[config.mk]
export PLATFORM = sky130hd
export DESIGN_NAME = piso_tx_ctrl
export DESIGN_NICKNAME = d
export VERILOG_FILES = /design/src/rtl/piso_tx_pkg.sv /design/src/rtl/piso_rr_arbiter.sv /design/src/rtl/piso_tx_ctrl.sv
export SDC_FILE = /design/constraint.sdc
export NUM_CORES = 1
export LEC_CHECK = 0
export CORE_UTILIZATION = 40
export DETAILED_ROUTE_END_ITERATION = 16
export PLACE_DENSITY = 0.75
export SYNTH_ARGS = -nofsm -noshare
export SYNTH_HDL_FRONTEND = slang
export SYNTH_SLANG_ARGS = --single-unit
export TNS_END_PERCENT = 30
[constraint.sdc]
create_clock -name Clk -period 1.3 [get_ports Clk]
set_input_delay 0.26 -clock Clk [delete_from_list [all_inputs] [get_ports Clk]]
set_output_delay 0.26 -clock Clk [all_outputs]
set_load 0.01 [all_outputs]
[src/rtl/piso_tx_pkg.sv]
// Shared state and output-phase types for the PISO transmit controller.
package piso_tx_pkg;

  typedef enum logic [1:0] {
    ST_IDLE,
    ST_LOAD,
    ST_SHIFT,
    ST_PARITY
  } state_t;

  typedef enum logic [1:0] {
    PH_NONE,
    PH_DATA,
    PH_PARITY
  } phase_t;

endpackage

[src/rtl/piso_rr_arbiter.sv]
// Round-robin arbiter: search starts one past the last granted requester.
// The pointer only moves when the grant is actually consumed (advance).
module piso_rr_arbiter #(
  parameter int NUM_REQ = 2
) (
  input  logic                       Clk,
  input  logic                       Rst_l,
  input  logic [NUM_REQ-1:0]         req,
  input  logic                       advance,
  output logic [NUM_REQ-1:0]         grant,
  output logic [$clog2(NUM_REQ)-1:0] grant_idx
);

  localparam int IW = $clog2(NUM_REQ);

  logic [IW-1:0] ptr_reg;
  logic [IW:0]   cand;
  logic          found;

  // One extra bit on cand so ptr+k cannot overflow before the modulo fold.
  always_comb begin
    grant_idx = '0;
    found     = 1'b0;
    cand      = '0;
    for (int k = 0; k < NUM_REQ; k++) begin
      cand = {1'b0, ptr_reg} + (IW+1)'(k);
      if (cand >= (IW+1)'(NUM_REQ))
        cand = cand - (IW+1)'(NUM_REQ);
      if (!found && req[cand[IW-1:0]]) begin
        found     = 1'b1;
        grant_idx = cand[IW-1:0];
      end
    end
  end

  genvar gi;
  generate
    for (gi = 0; gi < NUM_REQ; gi = gi + 1) begin : g_grant
      assign grant[gi] = found && (grant_idx == IW'(gi));
    end
  endgenerate

  always_ff @(posedge Clk) begin
    if (!Rst_l)
      ptr_reg <= '0;
    else if (advance && found)
      ptr_reg <= (grant_idx == IW'(NUM_REQ - 1)) ? '0 : grant_idx + IW'(1);
  end

endmodule

[src/rtl/piso_tx_ctrl.sv]
// PISO transmit controller: round-robin word intake, shift-register sequencing, framed serial out.
// Define PISO_TX_PARITY_EN to append an even-parity bit to every frame.
module piso_tx_ctrl
  import piso_tx_pkg::*;
#(
  parameter int WIDTH   = 4,
  parameter int NUM_REQ = 2
) (
  input  logic                       Clk,
  input  logic                       Rst_l,
  input  logic [NUM_REQ-1:0]         Req_Valid,
  input  logic [NUM_REQ*WIDTH-1:0]   Req_Data,
  output logic [NUM_REQ-1:0]         Req_Ready,
  output logic [$clog2(NUM_REQ)-1:0] Grant_Id,
  output logic                       Shift_LD,
  output logic [WIDTH-1:0]           Par_Data,
  input  logic                       Ser_In,
  output logic                       Tx_Data,
  output logic                       Tx_Valid,
  output logic                       Frame_Done,
  output logic                       Busy
);

  localparam int IW = $clog2(NUM_REQ);
  localparam int CW = (WIDTH > 1) ? $clog2(WIDTH) : 1;

  state_t           state_reg;
  phase_t           phase_reg;
  logic             shift_ld_reg;
  logic [WIDTH-1:0] par_data_reg;
  logic [IW-1:0]    grant_id_reg;
  logic             tx_data_reg;
  logic             frame_done_reg;
  logic [CW-1:0]    bit_cnt_reg;

  logic [WIDTH-1:0]   req_word [NUM_REQ];
  logic [NUM_REQ-1:0] arb_grant;
  logic [IW-1:0]      arb_idx;
  logic               accept;

  genvar gi;
  generate
    for (gi = 0; gi < NUM_REQ; gi = gi + 1) begin : g_unpack
      assign req_word[gi] = Req_Data[gi*WIDTH +: WIDTH];
    end
  endgenerate

  assign accept = (state_reg == ST_IDLE) && (|Req_Valid);

  piso_rr_arbiter #(.NUM_REQ(NUM_REQ)) u_arb (
    .Clk       (Clk),
    .Rst_l     (Rst_l),
    .req       (Req_Valid),
    .advance   (accept),
    .grant     (arb_grant),
    .grant_idx (arb_idx)
  );

  // Phase and Tx_Data lag the state by one cycle, matching the shift register's
  // Serial_Out which only presents a new bit after each shift edge.
  always_ff @(posedge Clk) begin
    if (!Rst_l) begin
      state_reg      <= ST_IDLE;
      phase_reg      <= PH_NONE;
      shift_ld_reg   <= 1'b1;
      par_data_reg   <= '0;
      grant_id_reg   <= '0;
      tx_data_reg    <= 1'b0;
      frame_done_reg <= 1'b0;
      bit_cnt_reg    <= '0;
    end else begin
      shift_ld_reg   <= 1'b1;
      phase_reg      <= PH_NONE;
      tx_data_reg    <= 1'b0;
      frame_done_reg <= 1'b0;
      case (state_reg)
        ST_IDLE: begin
          if (accept) begin
            par_data_reg <= req_word[arb_idx];
            grant_id_reg <= arb_idx;
            shift_ld_reg <= 1'b0;
            state_reg    <= ST_LOAD;
          end
        end
        ST_LOAD: begin
          bit_cnt_reg <= '0;
          state_reg   <= ST_SHIFT;
        end
        ST_SHIFT: begin
          phase_reg   <= PH_DATA;
          tx_data_reg <= Ser_In;
          bit_cnt_reg <= bit_cnt_reg + CW'(1);
          if (bit_cnt_reg == CW'(WIDTH - 1)) begin
`ifdef PISO_TX_PARITY_EN
            state_reg <= ST_PARITY;
`else
            frame_done_reg <= 1'b1;
            state_reg      <= ST_IDLE;
`endif
          end
        end
`ifdef PISO_TX_PARITY_EN
        ST_PARITY: begin
          phase_reg      <= PH_PARITY;
          tx_data_reg    <= ^par_data_reg;
          frame_done_reg <= 1'b1;
          state_reg      <= ST_IDLE;
        end
`endif
        default: state_reg <= ST_IDLE;
      endcase
    end
  end

  assign Req_Ready  = (state_reg == ST_IDLE) ? arb_grant : '0;
  assign Grant_Id   = grant_id_reg;
  assign Shift_LD   = shift_ld_reg;
  assign Par_Data   = par_data_reg;
  assign Tx_Data    = tx_data_reg;
  assign Tx_Valid   = (phase_reg != PH_NONE);
  assign Frame_Done = frame_done_reg;
  assign Busy       = (state_reg != ST_IDLE);

endmodule

[Yosys cells after proc, flatten, opt, wreduce, memory -nomap -nowiden]
Index checks and enable logic that the tools add are counted.
Operators by class
  $add $sub $neg: 5
  order comparisons: 5
  eq/ne operators: 5
  multiplexer cells: 22
  bitwise logic cells: 2
  reductions and logical operators: 15
Operators by type and width (number)
  two-way mux 1 bit: 14
  two-way mux 4 bit: 3
  AND reduction 2 bit: 4
  two-way mux 2 bit: 3
  case mux 2 bit (3 select lines): 1
  nonzero test 2 bit: 3
  logical AND 1 bit: 5
  == test 2 bit (second input constant): 2
  >= comparator 2 bit (second input constant): 2
  less-than comparator 1 x 2 -> 1 bit (second input constant): 2
  case mux 2 bit (2 select lines): 1
  adder 1 x 1 -> 2 bit (second input constant): 1
  adder 2 x 1 -> 2 bit (second input constant): 1
  == test 2 x 1 -> 1 bit (second input constant): 1
  >= comparator 1 x 2 -> 1 bit (second input constant): 1
  logical NOT 2 bit: 1
  inequality test 2 x 1 -> 1 bit (second input constant): 1
  inequality test 2 bit (second input constant): 1
  NOT 1 -> 2 bit: 1
  OR reduction 2 bit: 1
  subtractor 1 bit (second input constant): 2
  adder 1 bit (second input constant): 1
  logical NOT 1 bit: 1
  NOT 1 bit: 1
Word-level totals
  register bits after elaboration: 15
  output and inout port bits: 12

[Logic depth before layout (Yosys ltp)]
Gate-level depths: netlist of the first run.
  depth in word-level cells: 12
  mapped depth: 5
  mapped depth without buffers: 5

[Cells and area by module]
Synthesis of the first run repeated with hierarchy kept, for this count alone.
Second synthesis, totals
  cell total of the unflattened synthesis: 68
  area total of the unflattened synthesis: 669.4 µm²
By module, submodules not included
  piso_tx_ctrl: instances 1, cells each 60, area each 600.6 µm², seq. area each 260.2 µm²
  piso_rr_arbiter: instances 1, cells each 8, area each 68.8 µm², seq. area each 20.0 µm²

[Least setup slack after synthesis of the first run]
OpenSTA, ideal clock, no wires.
  kind: register to output
  start point: register state_reg[0]
  end point: output port Req_Ready[0]
  arrival: 0.987 ns
  required time: 1.040 ns
  setup slack: 0.053 ns
  cell stages (with the launch flop): 5
  buffers on the path: 0
  cells stage by stage: dfxtp_1 -> inv_1 -> ha_1 -> o21ai_2 -> a21oi_1
Between the ends
  cells in the longest elaborated chain, start to end: 2
Ends and longest elaborated chain
  start: declaration: RTL line piso_tx_ctrl.sv:27  | state_t state_reg;
  start signal: assignment: RTL line piso_tx_ctrl.sv:63  | state_reg <= ST_IDLE;
  start signal: assignment: RTL line piso_tx_ctrl.sv:82  | state_reg <= ST_LOAD;
  start signal: assignment: RTL line piso_tx_ctrl.sv:87  | state_reg <= ST_SHIFT;
  logical NOT 2 bit: RTL line piso_tx_ctrl.sv:115  | assign Req_Ready = (state_reg == ST_IDLE) ? arb_grant : '0;
  two-way mux 2 bit: RTL line piso_tx_ctrl.sv:115
  end: declaration: RTL line piso_tx_ctrl.sv:13  | output logic [NUM_REQ-1:0] Req_Ready,
No other way between the ends.

[Final worst setup path of the first run]
  start point: register u_arb.ptr_reg
  end point: output port Req_Ready[0]
Between the ends
  cells in the longest elaborated chain, start to end: 11
  elaborated cells between the ends (all ways): 20
Ends and longest elaborated chain
  start: declaration: RTL line piso_rr_arbiter.sv:16  | logic [IW-1:0] ptr_reg;
  start signal: assignment: RTL line piso_rr_arbiter.sv:47  | ptr_reg <= (grant_idx == IW'(NUM_REQ - 1)) ? '0 : grant_idx + IW'(1);
  >= comparator 1 x 2 -> 1 bit / subtractor 1 bit (equally long branches): RTL line piso_rr_arbiter.sv:27, piso_rr_arbiter.sv:28
  two-way mux 1 bit: RTL line piso_rr_arbiter.sv:27  | if (cand >= (IW+1)'(NUM_REQ))
  two-way mux 1 bit (implied by the code) (2 in a row): RTL line piso_rr_arbiter.sv:29  | if (!found && req[cand[IW-1:0]]) begin
  two-way mux 1 bit: RTL line piso_rr_arbiter.sv:29
  logical NOT 1 bit: RTL line piso_rr_arbiter.sv:29
  logical AND 1 bit: RTL line piso_rr_arbiter.sv:29
  two-way mux 1 bit: RTL line piso_rr_arbiter.sv:29
  NOT 1 bit: RTL line piso_rr_arbiter.sv:39  | assign grant[gi] = found && (grant_idx == IW'(gi));
  logical AND 1 bit *: RTL line piso_rr_arbiter.sv:39
  two-way mux 2 bit *: RTL line piso_tx_ctrl.sv:115
Mark *: on every way between the ends. The rest lies on a longest branch, timed or not. The select of a mux whose other input is x is not followed.

==> flow_summary.ini, run 1 <==
[sta]
clock_skew_ps = 5.62
relSlewSlack_pct = 79.2
rsz0062_at_grt = true
setup_ws_ps = -142
hold_violations = 0
slew_violations = 0
tns_ps = -419
min_period_ps = 1440
whs_ps = 476
tightest_slew_ps = 312
finalSetupViolations = 5
clock.fmax_mhz = 694
post-route-period-util_pct = 111

[placed_design]
gp_congestion = 0.766
dp_hpwl_mm = 1.35
io_buffers = 24
place_area_sq_mm = 0.00100

[layout]
largest_reg_flops = 4
layout-drive-gt1-share_pct = 35.9
multi_input_area_sq_um = 353
area_growth_pct = 73.9
regArea_sq_um = 284
fin_area_sq_mm = 0.00108
final.fill_count = 89
nets = 136
antennaDiodeCount = 0

[grt]
grt_max_degree = 8
grt_pass1_vias = 643
antenna_found_initial = 0
grt_overflow_total = 0
grt_use_total_pct = 27.2
grt_pass1_wl_mm = 2.87

[pwr]
total_power_mw = 1.37
peakVddDrop_mv = 0.816
powerDensity_mw_per_mm2 = 1270
power.leakage_nw = 0.525

[floorplan]
chipHeight_um = 41.4
core_area_sq_mm = 0.00137
dieArea_sq_mm = 0.00171
rows = 13
start_util_pct = 45.3
io_pins = 25
die_w_um = 41.4

[yosys]
synth_ff_type = dfxtp_1
syn_inst = 70
netlist_area_sq_um = 619
synth_edf_count = 0
yosysSeqAreaShare_pct = 45.3
synth_seq_cells = 14
ys_types = 24
syn-num-nets = 87
avgSynthCellArea_sq_um = 8.85
synth-async-reset-ratio_pct = 0
synth_warnings = 0

[worst_setup_path]
cp_cell_sequence = nand2b_4, buf_4, a21oi_1, buf_2
crit_family = flip-flops
critPathSlowestCell = dfxtp_2
cp.required_ps = 1040
cp.arrival_ps = 1180
crit_path_start_kind = flip-flop
critPathMaxStageDelay_ps = 340
worstSetupPathType = flip-flop to output pin
crit_path_end_kind = output pin
timing.critical_path.buf_inv = 2
path_max_fanout = 3

[min_path]
hold_path_class = flip-flop to flip-flop

[routing]
drc = 0
wl_per_cell_um = 14.7
drt_wl_total_mm = 1.94
highest_layer = met4
dr_wl_met2_um = 946
vias_per_cell = 5.30
drt_iter0_markers = 25
wl_met3_um = 69
antenna_left = 0
dr.pass1.iters = 4
drt-met1-wl_um = 866
dr_total_vias = 699

[clocking]
clock_tree.buffer_depth = 2
clock-sinks = 14
cts_tree = built
numCtsBuffers = 3
cts_htree_levels = 1
postCtsHoldBufs = 0
clk_latency_ps = 290
clock-root-buffer = clkbuf_4
path_clk_slew_ps = 90

[outcome]
status = complete, but fails checks
violations = negative setup slack

[job]
cap_violations = 0
logic make-up (layout without fill, tap and decap cells):
group | Yosys count | in the layout | synth area share [%]
compound gates | 21 | 21 | 21.0
fa+ha+maj | 4 | 4 | 8.08
buf+inv | 8 | 55 | 5.45
flops | 14 | 14 | 45.3
mux | 2 | 2 | 3.43
simple gates | 21 | 21 | 16.8
timing repair:
action                                  in CTS  in global routing
pin swaps                                    1                  1
endpoints found under the setup margin      14                 10
gates resized for setup                     32                  4
buffers inserted                             3                  1
worst register-to-register path, delay by kind of cell, from the launching register on:
family	cells	cell delay, ps
flops	1	350
mux	1	190
simple gates	1	140
buf+inv	3	300
compound gates	1	140
fa+ha+maj	1	160
cells in the mapped netlist (2+ instances only):
| master | n | share of area (%) |
|---|---|---|
| dfxtp_1 | 14 | 45 |
| nand2_1 | 8 | 4.8 |
| a21oi_1 | 6 | 4.8 |
| inv_1 | 6 | 3.6 |
| a31oi_1 | 4 | 4.0 |
| ha_1 | 4 | 8.1 |
| o21ai_0 | 3 | 2.4 |
| o21ai_1 | 3 | 2.4 |
| and3_1 | 2 | 2.0 |
| nand2b_1 | 2 | 2.0 |
| nand3_1 | 2 | 1.6 |
| nand4_1 | 2 | 2.0 |
| nor2_1 | 2 | 1.2 |
| nor2b_1 | 2 | 2.0 |
power breakdown:
part | leakage, nW | internal [mW] | switching (mW)
combinational | 0.395 | 0.330 | 0.266
clock | 0.0138 | 0.108 | 0.148
sequential | 0.116 | 0.486 | 0.0298
cell usage in the layout, fill, tap and decap left out:
master	synthesis	layout
buf_4	1	22
mux2_2	1	1
clkdlybuf4s50_1	0	10
nand3_2	0	1
inv_1	6	4
nand3_1	2	1
and3_1	2	2
a21oi_2	1	1
nand4_1	2	2
dlygate4sd2_1	0	11
ha_1	4	2
nand2b_4	0	1
dfxtp_1	14	11
ha_4	0	2
o21ai_2	1	2
o21a_4	0	1
dfxtp_2	0	3
a21oi_1	6	6
nand2b_1	2	1
o21ai_1	3	2
and2_1	1	1
o211a_1	1	1
nand2_1	8	8
buf_2	0	3
a31oi_1	4	4
o21ai_0	3	3
nor2_1	2	2
inv_2	0	2
clkbuf_4	0	3
mux2i_1	1	1
nor2b_1	2	2
o32ai_1	1	1
final timing paths:
path	start	endpoint	slack (ps)	cells past startpoint
max	u_arb.ptr_reg	Req_Ready[0]	-140	4
max reg2reg	state_reg[0]	state_reg[1]	-70	7
min reg2reg	bit_cnt_reg[1]	bit_cnt_reg[1]	480	2
min	bit_cnt_reg[1]	bit_cnt_reg[1]	480	2
final cells by class:
class | count | share of cell area (%)
tap | 15 | 1.74
clock buffer | 3 | 2.09
inverter | 6 | 2.09
timing repair buffer | 46 | 35.0
multi-input combinational | 48 | 32.8
sequential | 14 | 26.4
through the flow:
step	worst slack, ps	instances	utilization [%]
after CTS	-123	131	76.7
after global placement	-559	125	73.4
final	-142	132	78.8
after floorplan	52.7	70	-
after detailed placement	-579	125	73.4
after global routing	-211	132	78.8
per-layer routing:
metal / vias to the layer above / track usage, %
li1: 341 / -
met1: 326 / 32.2
met2: 26 / 43.8
met3: 6 / 5.32
met4: 0 / 19.4
met5: - / 0
(Power assumes the default switching activity.)
==> run 2: changes to the inputs <==
--- a/config.mk
+++ b/config.mk
@@ -5,6 +5,7 @@
 export SDC_FILE = /design/constraint.sdc
 export NUM_CORES = 1
 export LEC_CHECK = 0
+export ABC_CLOCK_PERIOD_IN_PS = 1650
 export CORE_UTILIZATION = 40
 export DETAILED_ROUTE_END_ITERATION = 16
 export PLACE_DENSITY = 0.75
==> constraint.sdc (replaced) <==
create_clock -name Clk -period 1.65 [get_ports Clk]
set_input_delay 0.33 -clock Clk [delete_from_list [all_inputs] [get_ports Clk]]
set_output_delay 0.33 -clock Clk [all_outputs]
set_load 0.01 [all_outputs]
==> flow_summary.ini, run 2 (synthesis gave the netlist of run 1 again) <==
[layout]
antennaDiodeCount = 0
final_cell_mix = 19 x clkdlybuf4s50_1, 17 x buf_4, 12 x dfxtp_1, 8 x nand2_1, 6 x a21oi_1
final.fill_count = 102
layout-drive-gt1-share_pct = 28.1
stdcell_count = 129
area_growth_pct = 69.5
largest_reg_flops = 4
mostFrequentLayoutCell = clkdlybuf4s50_1
nets = 132

[floorplan]
start_util_pct = 45.3
io_pins = 25
dieArea_sq_mm = 0.00171
chipHeight_um = 41.4
core_area_sq_mm = 0.00137
rows = 13
die_w_um = 41.4

[clocking]
clock_tree.buffer_depth = 2
postCtsHoldBufs = 0
clk_latency_ps = 290
clock-root-buffer = clkbuf_4
path_clk_slew_ps = 90
clock-sinks = 14
numCtsBuffers = 3
cts_tree = built
cts_htree_levels = 1

[routing]
drc = 0
antenna_left = 0
drt_wl_total_mm = 1.59
wl_per_cell_um = 12.3
drt_iter0_markers = 10
dr_total_vias = 669
vias_per_cell = 5.19
dr.pass1.iters = 4

[pwr]
powerDensity_mw_per_mm2 = 1060
power.leakage_nw = 0.474
total_power_mw = 1.11
peakVddDrop_mv = 0.725

[placed_design]
place_inst = 120
gp_congestion = 0.741
io_buffers = 24
dp_hpwl_mm = 1.09

[grt]
antenna_found_initial = 0
grt_overflow_total = 0
grt_pass1_vias = 501
grt_max_degree = 12
grt_pass1_wl_mm = 2.18
grt_use_total_pct = 20.6

[sta]
min_period_ps = 1580
hold_violations = 0
slew_violations = 0
tightest_slew_ps = 307
rsz0062_at_grt = true
whs_ps = 474
finalSetupViolations = 0
post-route-period-util_pct = 95.5
clock_skew_ps = 6.01
relSlewSlack_pct = 79.5
clock.fmax_mhz = 635

[job]
cap_violations = 0

[min_path]
hold_path_class = flip-flop to flip-flop

[worst_setup_path]
critPathMaxStageDelay_ps = 330
path_max_fanout = 3
critPathSlowestCell = dfxtp_2
cp_cell_sequence = inv_2, ha_4, nand3_1, inv_1, clkdlybuf4s15_1
crit_family = buffers and inverters
timing.critical_path.buf_inv = 3
cp.arrival_ps = 1250
crit_path_start_kind = flip-flop
worstSetupPathType = flip-flop to output pin
crit_path_end_kind = output pin
cp.required_ps = 1320

[outcome]
status = complete, no violations
-- run 2: cell count changes in the layout (fill, tap and decap cells not counted), sizes merged --
cell / previous run / this run
buf: 25 / 19
dlygate4sd2: 11 / 2
clkdlybuf4s50: 10 / 19
clkdlybuf4s15: 0 / 2
clkbuf: 3 / 4
-- run 2: worst paths after layout --
kind | start | endpoint | slack, ps | cells after the start
worst max-delay path | state_reg[0] | Req_Ready[1] | 70 | 5
worst min-delay path | Grant_Id | Grant_Id | 470 | 2
worst max register to register | state_reg[0] | Par_Data[2] | 270 | 8
worst min register to register | Grant_Id | Grant_Id | 470 | 2
-- run 2: metal layers --
metal	share of wire, %	track usage [%]	vias to the layer above	wire [um]
li1	-	-	335	-
met1	48	28.3	312	769
met3	4.6	7.98	3	73
met2	46	28.9	19	730
met4	1.0	7.26	0	16
met5	0	0	-	0
-- run 2: where the power goes --
| group | leakage [nW] | total, mW | internal, mW | switching [mW] |
|---|---|---|---|---|
| logic | 0.337 | 0.457 | 0.267 | 0.190 |
| clock network | 0.0210 | 0.256 | 0.135 | 0.122 |
| registers | 0.116 | 0.402 | 0.382 | 0.0201 |
| total | 0.474 | 1.11 | 0.783 | 0.332 |
-- run 2: cell type report --
cell class	instances	area [sq um]	area share [%]
repair buffers	42	372	35.4
multi-input cells	48	318	30.3
flip-flops and latches	14	283	26.9
clock buffers	4	36.3	3.46
inverters	6	22.5	2.15
well taps	15	18.8	1.79
-- run 2: worst min-delay path, stage by stage (launching register included) --
cell     delay (ps)
dfxtp_1         320
nand2_1          60
a21oi_1          60
-- run 2: metrics by stage --
step	TNS, ps	area [sq um]	setup slack [ps]	utilization, %
after global routing	-19.5	1050	-13.0	76.8
after detailed placement	-876	965	-396	70.6
after floorplan	0	619	333	-
after global placement	-819	965	-385	70.6
after CTS	0	1020	41.4	74.5
final	0	1050	74.3	76.8
-- run 2: repair_timing --
action,in CTS,in global routing
buffers inserted,2,3
setup endpoints to repair,3,3
resized for setup,12,5
pin swaps,1,1
cloned,0,0
==> run 3: changes to the inputs <==
--- a/config.mk
+++ b/config.mk
@@ -6,10 +6,10 @@
 export NUM_CORES = 1
 export LEC_CHECK = 0
 export ABC_CLOCK_PERIOD_IN_PS = 1650
+export CAP_MARGIN = 20
 export CORE_UTILIZATION = 40
 export DETAILED_ROUTE_END_ITERATION = 16
 export PLACE_DENSITY = 0.75
 export SYNTH_ARGS = -nofsm -noshare
 export SYNTH_HDL_FRONTEND = slang
 export SYNTH_SLANG_ARGS = --single-unit
-export TNS_END_PERCENT = 30
==> results of run 3 <==
No change in the layout: final DEF, timing and power equal those of run 2.
